File: src/rtl/cpu_image_loader.sv
`default_nettype none
// ============================================================================
// Module      : cpu_image_loader
// Description : Host-side driver for the 8-bit tiny-CPU pin interface.
//               Holds a 16x4 program image and a 16x4 data image. On start
//               it clears the CPU, streams both images in, sets the run
//               point, clocks the CPU for run_len ticks and captures the
//               CPU's {regval, pc} output after every tick.
// Revision    : 1.0 - initial release
// ----------------------------------------------------------------------------
// Ports
//   clock_i       host clock
//   reset_ni      asynchronous active-low reset
//   img_we_i      image write strobe (ignored while busy)
//   img_sel_i     0 = program image, 1 = data image
//   img_addr_i    image entry index
//   img_data_i    image entry value
//   start_i       one-cycle request to begin load+run (ignored while busy)
//   start_pc_i    run point, sampled with start
//   run_len_i     number of RUNPROG ticks, sampled with start
//   jump_en_i     driven on nibble bit3 during RUNPROG
//   cpu_io_in_o   to CPU io_in: {nibble[3:0], cmd[1:0], cpu_reset, cpu_clock}
//   cpu_io_out_i  from CPU io_out: {regval[3:0], pc[3:0]}
//   busy_o        sequence in progress
//   done_o        one-cycle completion pulse
//   pc_obs_o      last sampled CPU pc
//   reg_obs_o     last sampled CPU regval
// ============================================================================
module cpu_image_loader #(
  parameter int HALF_PERIOD = 1
) (
  input  logic       clock_i,
  input  logic       reset_ni,
  input  logic       img_we_i,
  input  logic       img_sel_i,
  input  logic [3:0] img_addr_i,
  input  logic [3:0] img_data_i,
  input  logic       start_i,
  input  logic [3:0] start_pc_i,
  input  logic [7:0] run_len_i,
  input  logic       jump_en_i,
  output logic [7:0] cpu_io_in_o,
  input  logic [7:0] cpu_io_out_i,
  output logic       busy_o,
  output logic       done_o,
  output logic [3:0] pc_obs_o,
  output logic [3:0] reg_obs_o
);

  // A half period below one would make the CPU clock degenerate.
  localparam int HP   = (HALF_PERIOD < 1) ? 1 : HALF_PERIOD;
  localparam int PH_W = $clog2(2 * HP);
  localparam logic [PH_W-1:0] LAST_PH = PH_W'(2 * HP - 1);
  localparam logic [PH_W-1:0] HIGH_PH = PH_W'(HP);

  localparam logic [1:0] CMD_LOADPROG = 2'd0;
  localparam logic [1:0] CMD_LOADDATA = 2'd1;
  localparam logic [1:0] CMD_SETRUNPT = 2'd2;
  localparam logic [1:0] CMD_RUNPROG  = 2'd3;

  typedef enum logic [3:0] {
    S_IDLE    = 4'd0,
    S_CLEAR   = 4'd1,
    S_SETPT_P = 4'd2,
    S_LOADP   = 4'd3,
    S_SETPT_D = 4'd4,
    S_LOADD   = 4'd5,
    S_SETPT_R = 4'd6,
    S_RUN     = 4'd7,
    S_DONE    = 4'd8
  } state_t;

  state_t            state_q, state_d;
  logic [PH_W-1:0]   phase_q, phase_d;
  logic [7:0]        tick_q, tick_d;
  logic [3:0]        start_pc_q, start_pc_d;
  logic [7:0]        run_len_q, run_len_d;
  logic [7:0]        io_q, io_d;
  logic [3:0]        pc_obs_q, reg_obs_q;
  logic [3:0]        prog_img_q [16];
  logic [3:0]        data_img_q [16];

  logic [7:0]        last_tick;
  state_t            after_state;
  logic              img_wr_en;

  // Every state except IDLE and DONE is made of whole CPU clock ticks.
  function automatic logic is_tick_state(input state_t s);
    return (s != S_IDLE) && (s != S_DONE);
  endfunction

  // --------------------------------------------------------------------------
  // Image storage: writable only while no sequence is running, so the
  // images stay frozen for the duration of a load+run.
  // --------------------------------------------------------------------------
  assign img_wr_en = img_we_i && !is_tick_state(state_q);

  always_ff @(posedge clock_i or negedge reset_ni) begin
    if (!reset_ni) begin
      for (int i = 0; i < 16; i++) begin
        prog_img_q[i] <= '0;
        data_img_q[i] <= '0;
      end
    end else if (img_wr_en) begin
      if (img_sel_i) begin
        data_img_q[img_addr_i] <= img_data_i;
      end else begin
        prog_img_q[img_addr_i] <= img_data_i;
      end
    end
  end

  // --------------------------------------------------------------------------
  // Per-state tick count and successor.
  // --------------------------------------------------------------------------
  always_comb begin
    last_tick   = 8'd0;
    after_state = S_IDLE;
    case (state_q)
      S_CLEAR: begin
        last_tick   = 8'd1;
        after_state = S_SETPT_P;
      end
      S_SETPT_P: begin
        last_tick   = 8'd0;
        after_state = S_LOADP;
      end
      S_LOADP: begin
        last_tick   = 8'd15;
        after_state = S_SETPT_D;
      end
      S_SETPT_D: begin
        last_tick   = 8'd0;
        after_state = S_LOADD;
      end
      S_LOADD: begin
        last_tick   = 8'd15;
        after_state = S_SETPT_R;
      end
      S_SETPT_R: begin
        last_tick   = 8'd0;
        after_state = (run_len_q == 8'd0) ? S_DONE : S_RUN;
      end
      S_RUN: begin
        last_tick   = run_len_q - 8'd1;
        after_state = S_DONE;
      end
      default: begin
        last_tick   = 8'd0;
        after_state = S_IDLE;
      end
    endcase
  end

  // --------------------------------------------------------------------------
  // Next-state logic.
  // --------------------------------------------------------------------------
  always_comb begin
    state_d    = state_q;
    phase_d    = phase_q;
    tick_d     = tick_q;
    start_pc_d = start_pc_q;
    run_len_d  = run_len_q;
    case (state_q)
      S_IDLE: begin
        if (start_i) begin
          state_d    = S_CLEAR;
          phase_d    = '0;
          tick_d     = 8'd0;
          start_pc_d = start_pc_i;
          run_len_d  = run_len_i;
        end
      end
      S_DONE: begin
        state_d = S_IDLE;
      end
      default: begin
        if (phase_q == LAST_PH) begin
          phase_d = '0;
          if (tick_q == last_tick) begin
            tick_d  = 8'd0;
            state_d = after_state;
          end else begin
            tick_d = tick_q + 8'd1;
          end
        end else begin
          phase_d = phase_q + PH_W'(1);
        end
      end
    endcase
  end

  // --------------------------------------------------------------------------
  // CPU pin drive. The pins are registered so the CPU clock is glitch free.
  // They are computed from the next state: the clock bit follows the phase
  // every cycle, while cmd/nibble/reset only update when a tick begins.
  // Outside a sequence the clock is parked low and the rest is held, which
  // keeps the CPU out of reset after its first run.
  // --------------------------------------------------------------------------
  always_comb begin
    io_d = io_q;
    if (is_tick_state(state_d)) begin
      io_d[0] = (phase_d >= HIGH_PH);
      if (phase_d == '0) begin
        io_d[1] = (state_d != S_CLEAR);
        case (state_d)
          S_SETPT_P, S_SETPT_D: begin
            io_d[3:2] = CMD_SETRUNPT;
            io_d[7:4] = 4'd0;
          end
          S_LOADP: begin
            io_d[3:2] = CMD_LOADPROG;
            io_d[7:4] = prog_img_q[tick_d[3:0]];
          end
          S_LOADD: begin
            io_d[3:2] = CMD_LOADDATA;
            io_d[7:4] = data_img_q[tick_d[3:0]];
          end
          S_SETPT_R: begin
            io_d[3:2] = CMD_SETRUNPT;
            io_d[7:4] = start_pc_d;
          end
          S_RUN: begin
            io_d[3:2] = CMD_RUNPROG;
            io_d[7:4] = {jump_en_i, 3'b000};
          end
          default: begin
            io_d[3:2] = CMD_LOADPROG;
            io_d[7:4] = 4'd0;
          end
        endcase
      end
    end else begin
      io_d[0] = 1'b0;
    end
  end

  // --------------------------------------------------------------------------
  // Registers.
  // --------------------------------------------------------------------------
  always_ff @(posedge clock_i or negedge reset_ni) begin
    if (!reset_ni) begin
      state_q    <= S_IDLE;
      phase_q    <= '0;
      tick_q     <= 8'd0;
      start_pc_q <= 4'd0;
      run_len_q  <= 8'd0;
      io_q       <= 8'h00;
    end else begin
      state_q    <= state_d;
      phase_q    <= phase_d;
      tick_q     <= tick_d;
      start_pc_q <= start_pc_d;
      run_len_q  <= run_len_d;
      io_q       <= io_d;
    end
  end

  // CPU output is captured on the last host cycle of each tick, after the
  // CPU has had the whole high phase to respond to its rising clock edge.
  always_ff @(posedge clock_i or negedge reset_ni) begin
    if (!reset_ni) begin
      pc_obs_q  <= 4'd0;
      reg_obs_q <= 4'd0;
    end else if (is_tick_state(state_q) && (phase_q == LAST_PH)) begin
      pc_obs_q  <= cpu_io_out_i[3:0];
      reg_obs_q <= cpu_io_out_i[7:4];
    end
  end

  assign cpu_io_in_o = io_q;
  assign busy_o      = is_tick_state(state_q);
  assign done_o      = (state_q == S_DONE);
  assign pc_obs_o    = pc_obs_q;
  assign reg_obs_o   = reg_obs_q;

endmodule
`default_nettype wire

File: config.mk
export PLATFORM = sky130hd
export DESIGN_NAME = cpu_image_loader
export DESIGN_NICKNAME = d
export VERILOG_FILES = /design/src/rtl/cpu_image_loader.sv
export SDC_FILE = /design/constraint.sdc
export NUM_CORES = 1
export LEC_CHECK = 0
export ABC_AREA = 0
export ABC_CLOCK_PERIOD_IN_PS = 11770
export BUFFER_PORTS_ARGS = -buffer_cell sky130_fd_sc_hd__buf_2
export CORE_MARGIN = 2
export CORE_UTILIZATION = 50
export CTS_BUF_LIST = sky130_fd_sc_hd__clkbuf_8
export CTS_CLUSTER_DIAMETER = 120
export DETAILED_ROUTE_END_ITERATION = 10
export GPL_TIMING_DRIVEN = 0
export PLACE_DENSITY_LB_ADDON = 0.12
export SYNTH_ARGS = -nofsm -noshare
export SYNTH_HDL_FRONTEND = slang
export SYNTH_SLANG_ARGS = --single-unit
File: constraint.sdc
create_clock -name clock_i -period 11.77 [get_ports clock_i]
set_clock_uncertainty 0.2 [all_clocks]
set_input_delay 1.177 -clock clock_i [delete_from_list [all_inputs] [get_ports clock_i]]
set_output_delay 1.177 -clock clock_i [all_outputs]
set_load 0.01 [all_outputs]
After elaboration in Yosys (flattened, before gate mapping)
Cells that the tools add are included.
{"block": "classes", "n_mux": 28, "addsub": 3, "order_cmp": 4, "bitwise_logic": 5, "n_reduce_logical": 18, "eq_ne": 19}
{"cell": "$bwmux 64", "count": 2}
{"cell": "$mux 4", "count": 11}
{"cell": "$bmux 4 s4", "count": 2}
{"cell": "$eq 4x3->1 const B", "count": 8}
{"cell": "$pmux 6 s5", "count": 1}
{"cell": "$pmux 4 s7", "count": 1}
{"cell": "$mux 8", "count": 3}
{"cell": "$pmux 8 s3", "count": 1}
{"cell": "$demux 4 s4", "count": 1}
{"cell": "$eq 4x2->1 const B", "count": 4}
{"cell": "$pmux 8 s2", "count": 1}
{"cell": "$ge 5x5->1 const B", "count": 2}
{"cell": "$not 4->5", "count": 2}
{"cell": "$add 8x1->8 const B", "count": 1}
{"cell": "$eq 8x8->1", "count": 1}
{"cell": "$logic_not 8->1", "count": 1}
{"cell": "$ne 4x4->1 const B", "count": 2}
{"cell": "$pmux 4 s2", "count": 1}
{"cell": "$reduce_and 2->1", "count": 4}
{"cell": "$reduce_bool 4->1", "count": 2}
{"cell": "$sub 8x1->8 const B", "count": 1}
{"cell": "$logic_and 1x1->1", "count": 5}
{"cell": "$lt 5x1->1 const B", "count": 1}
{"cell": "$eq 4x1->1 const B", "count": 1}
{"cell": "other kinds (13)", "count": 18}
{"block": "word_totals", "word_cells": 119, "register_bits": 169, "in_bits": 34, "out_inout_bits": 18}

Depth between registers and ports, before layout
{"block": "logic_depth", "ltp_word": 12, "mapped_depth": 17}

Worst setup path after synthesis
OpenSTA, ideal clock, no wires.
{"block": "synth_timing", "kind": "register -> register", "startpoint": "register run_len_q[2]", "endpoint": "register io_q[7] (netlist: cpu_io_in_o[7])", "slack_ps": 7989, "period_less_slack_ps": 3781, "t_arrival_ps": 3495, "required_ps": 11483, "stages_incl_launch_ff": 16, "path_buffers": 3, "cell_sequence": "dfrtp_1 or4_4 or3_1 a21o_1 xnor2_1 nor4_4 buf_4 a2bb2oi_4 inv_2 buf_6 buf_2 mux2i_1 mux2i_1 o22ai_1 a2111o_1 o211ai_1"}
{"block": "synth_between", "elab_chain_len": 11}
{"item": "start: declaration", "line": "77", "text": "logic [7:0] run_len_q, run_len_d;"}
{"item": "start signal: assignment", "line": "254", "text": "run_len_q <= run_len_d;"}
{"item": "$sub 8x1->8", "line": "145", "text": "last_tick = run_len_q - 8'd1;"}
{"item": "$pmux 8 s3", "line": "119", "text": "case (state_q)"}
{"item": "$eq 8x8->1", "line": "180", "text": "if (tick_q == last_tick) begin"}
{"item": "$mux 8", "line": "180"}
{"item": "$mux 8", "line": "178", "text": "if (phase_q == LAST_PH) begin"}
{"item": "$pmux 8 s2", "line": "164", "text": "case (state_q)"}
{"item": "$not 4->5 (implied by the code)", "line": "213, 217"}
{"item": "$bmux 4 s4 (on tied branches)", "line": "217, 213"}
{"item": "$mux 4 (on tied branches) (2 in a row)", "line": "217, 213"}
{"item": "$pmux 6 s5", "line": "206", "text": "case (state_d)"}
{"item": "end signal: assignment", "line": "255", "text": "io_q <= io_d;"}
{"item": "end: declaration", "line": "78", "text": "logic [7:0] io_q, io_d;"}
Parallel ways exist; a longest one is shown, timed or not. The select of a mux whose other input is x is not followed.
A chain may end at the register's enable or synchronous reset.

Worst setup path in the final report
{"block": "layout_timing", "startpoint": "register run_len_q[2]", "endpoint": "register io_q[6] (netlist: cpu_io_in_o[6])"}
The elaborated chain is that of the path after synthesis.

==> flow_summary.yaml <==
grt:
  grt_usage: 0.254
  overflow: 0
  grt_pass1_wl_mm: 34.7
  grt_max_degree: 89
  antenna_found_initial: 0
  grt_pass1_vias: 6506
timing:
  maxSlewHeadroom: 0.443
  final_hold_viol_count: 0
  max_freq_mhz: 204
  worst_pin_slew_ns: 0.814
  tns_ns: 0
  timing.final.crit_period_ns: 4.90
  setup_ws_ns: 6.87
  grt_setup_unrepaired: "no"
  finalCritPeriodShare: 0.417
  setup_viol: 0
  slew_violations: 0
synthesis:
  avgSynthCellArea_sq_um: 11.2
  synth_cell_type_count: 64
  netlist.area_leader.share: 0.505
  synth_edf_count: 0
  synthFlopType: "dfrtp_1"
  ys_warn_count: 0
  yosysTopAreaCell: "dfrtp_1"
  synthArstFlopShare: 1.00
  synthesis.nets: 787
  netlist_top_cells_area: "dfrtp_1, mux2_2, mux2i_1, nand2_1, nor2_1"
  synth_most_common_cell: "dfrtp_1"
  synthCells: 750
  yosys_register_bits: 169
  synth_commonest_cells: "dfrtp_1, mux2_2, nand2_1"
  ys_seq_area_frac: 0.505
  syn_area_sq_mm: 0.00837
die:
  rows: 47
  ios: 52
  die_w_um: 133
  start_util: 0.508
  fp.dieH_um: 133
  core-area_sq_mm: 0.0165
  dieArea_sq_mm: 0.0178
clock_tree:
  post_cts_buffers: 0
  cts.sink_count: 169
  insertion_delay_ns: 0.46
  path_clk_slew_ns: 0.09
  cts_resized: 0
  cts_root_buffer: "clkbuf_8"
  cts_buffers: 17
  ctsHoldBuffers: 0
  cts_tree: "built"
  clock_path_buffers: 2
  htreeDepth: 4
worst_setup_path:
  critPathCaptureType: "flop"
  timing.rr.start: "run_len_q[2]"
  reg2reg_depth: 12
  start_kind: "flop"
  crit_end: "cpu_io_in_o[6]"
  reg2reg_slack_ns: 6.87
  cp_data_arrival_time_ns: 5.11
  r2r-end: "cpu_io_in_o[6]"
  critical_path.startpoint: "run_len_q[2]"
  required_ns: 11.98
  path_class: "reg -> reg"
  worstPathMaxFanout: 10
worst_hold_path:
  hp-class: "reg -> reg"
  min_path_cells: 2
place:
  place_congestion: 0.902
  dp.cells: 1022
  io_buffers: 51
  pre_cts_slack_ns: 6.91
  place_area_sq_mm: 0.00894
  dp_hpwl_mm: 15.8
routing:
  ant_nets: 0
  vias: 6255
  totalWireLength_mm: 21.6
  drc: 0
  via_per_inst: 5.94
  wl_per_cell_um: 20.5
  drt_iter0_markers: 545
  drtPass1Iterations: 6
final_layout:
  area.growth.synth_to_final_pct: 12.0
  design_area_sq_mm: 0.00938
  drive_above_1_share: 0.292
  nNetsFinal: 858
  multi_input_area_sq_mm: 0.00391
  seqCellArea_sq_mm: 0.00423
  num-fill-cells: 1443
  fin_util: 0.569
  post_layout_nonfiller_instances: 1053
  n_antenna_cell: 0
power:
  p_leak_nw: 4.52
  power.density_mw_per_mm2: 231
  ir_worst_vdd_uv: 138
flow_run:
  drv_cap: 0
run_status:
  status: "completed"
## worst min path at each step
| stage | startpoint | slack [ns] | to |
|---|---|---|---|
| 6_report | start_pc_q[3] | 0.28 | start_pc_q[3] |
| 5_1_grt | start_pc_q[0] | 0.31 | start_pc_q[0] |
| 4_1_cts | start_pc_q[0] | 0.29 | start_pc_q[0] |
| 3_5_place_dp | start_pc_q[0] | 0.27 | start_pc_q[0] |
| 3_3_place_gp | start_pc_q[3] | 0.26 | start_pc_q[3] |
| 2_1_floorplan | start_pc_q[3] | 0.24 | start_pc_q[3] |
## cell families after synthesis
group / count (synthesis) / share of synthesized area
buffers and inverters: 53 / 0.0279
xor gates and xnor gates: 5 / 0.00523
adders and majority gates: 3 / 0.00448
AOI/OAI and AO/OA: 104 / 0.0945
and+or+nand+nor: 241 / 0.133
muxes: 175 / 0.230
DFF: 169 / 0.505
## placed cells by master, fill, tap and decap left out, drive strengths merged, types with 7 or more instances in the layout
master	netlist	layout
a211oi	8	8
a21oi	11	11
and3	7	7
buf	17	69
clkbuf	25	44
dfrtp	169	169
inv	11	14
mux2	137	137
mux2i	38	38
nand2	94	94
nand3	16	16
nor2	66	66
nor2b	11	11
nor3	11	11
o21ai	18	18
or3	7	7
## worst max-delay path, cell delays in order, from the launching register on
cell	delay (ns)
dfrtp_1	0.49
or4_4	0.57
or4_1	0.53
nand3_1	0.11
o311ai_1	0.17
nor4_4	0.22
nor2_1	0.18
a22oi_2	0.38
buf_2	0.36
clkbuf_1	0.50
a211oi_1	0.16
a2111oi_0	0.76
or3_1	0.21
## stage by stage
stage	hold WS [ns]	power, mW
after floorplan	0.237	1.39
final	0.283	2.17
after global placement	0.264	1.68
after detailed placement	0.271	1.71
after global routing	0.313	2.29
after CTS	0.292	2.16
## report_power, final
| part | switching [mW] | internal [mW] |
|---|---|---|
| sequential | 0.0611 | 0.661 |
| combinational | 0.630 | 0.362 |
| clock | 0.212 | 0.241 |
| total | 0.903 | 1.26 |
## state kept, by name, indices dropped and copies added, names as in the netlist
signal,cells
data_img_q,64
prog_img_q,64
cpu_io_in_o,8
run_len_q,8
tick_q,8
pc_obs_o,4
reg_obs_o,4
start_pc_q,4
state_q,4
phase_q,1
## cell type report
cell class                      instances  area share
Clock inverter                         12      0.0186
Buffer                                 42      0.0206
Timing Repair Buffer                   52      0.0312
Inverter                               11     0.00440
Tap cell                              220      0.0294
Multi-Input combinational cell        528       0.417
Sequential cell                       169       0.451
Clock buffer                           19      0.0279
## per-layer routing
layer,vias to the layer above,global-route usage,share of wire
met2,241,0.434,0.49
li1,2821,-,-
met5,-,0,0
met1,3140,0.325,0.43
met4,0,0.0957,0.029
met3,53,0.0457,0.055
(Power assumes the default switching activity.)
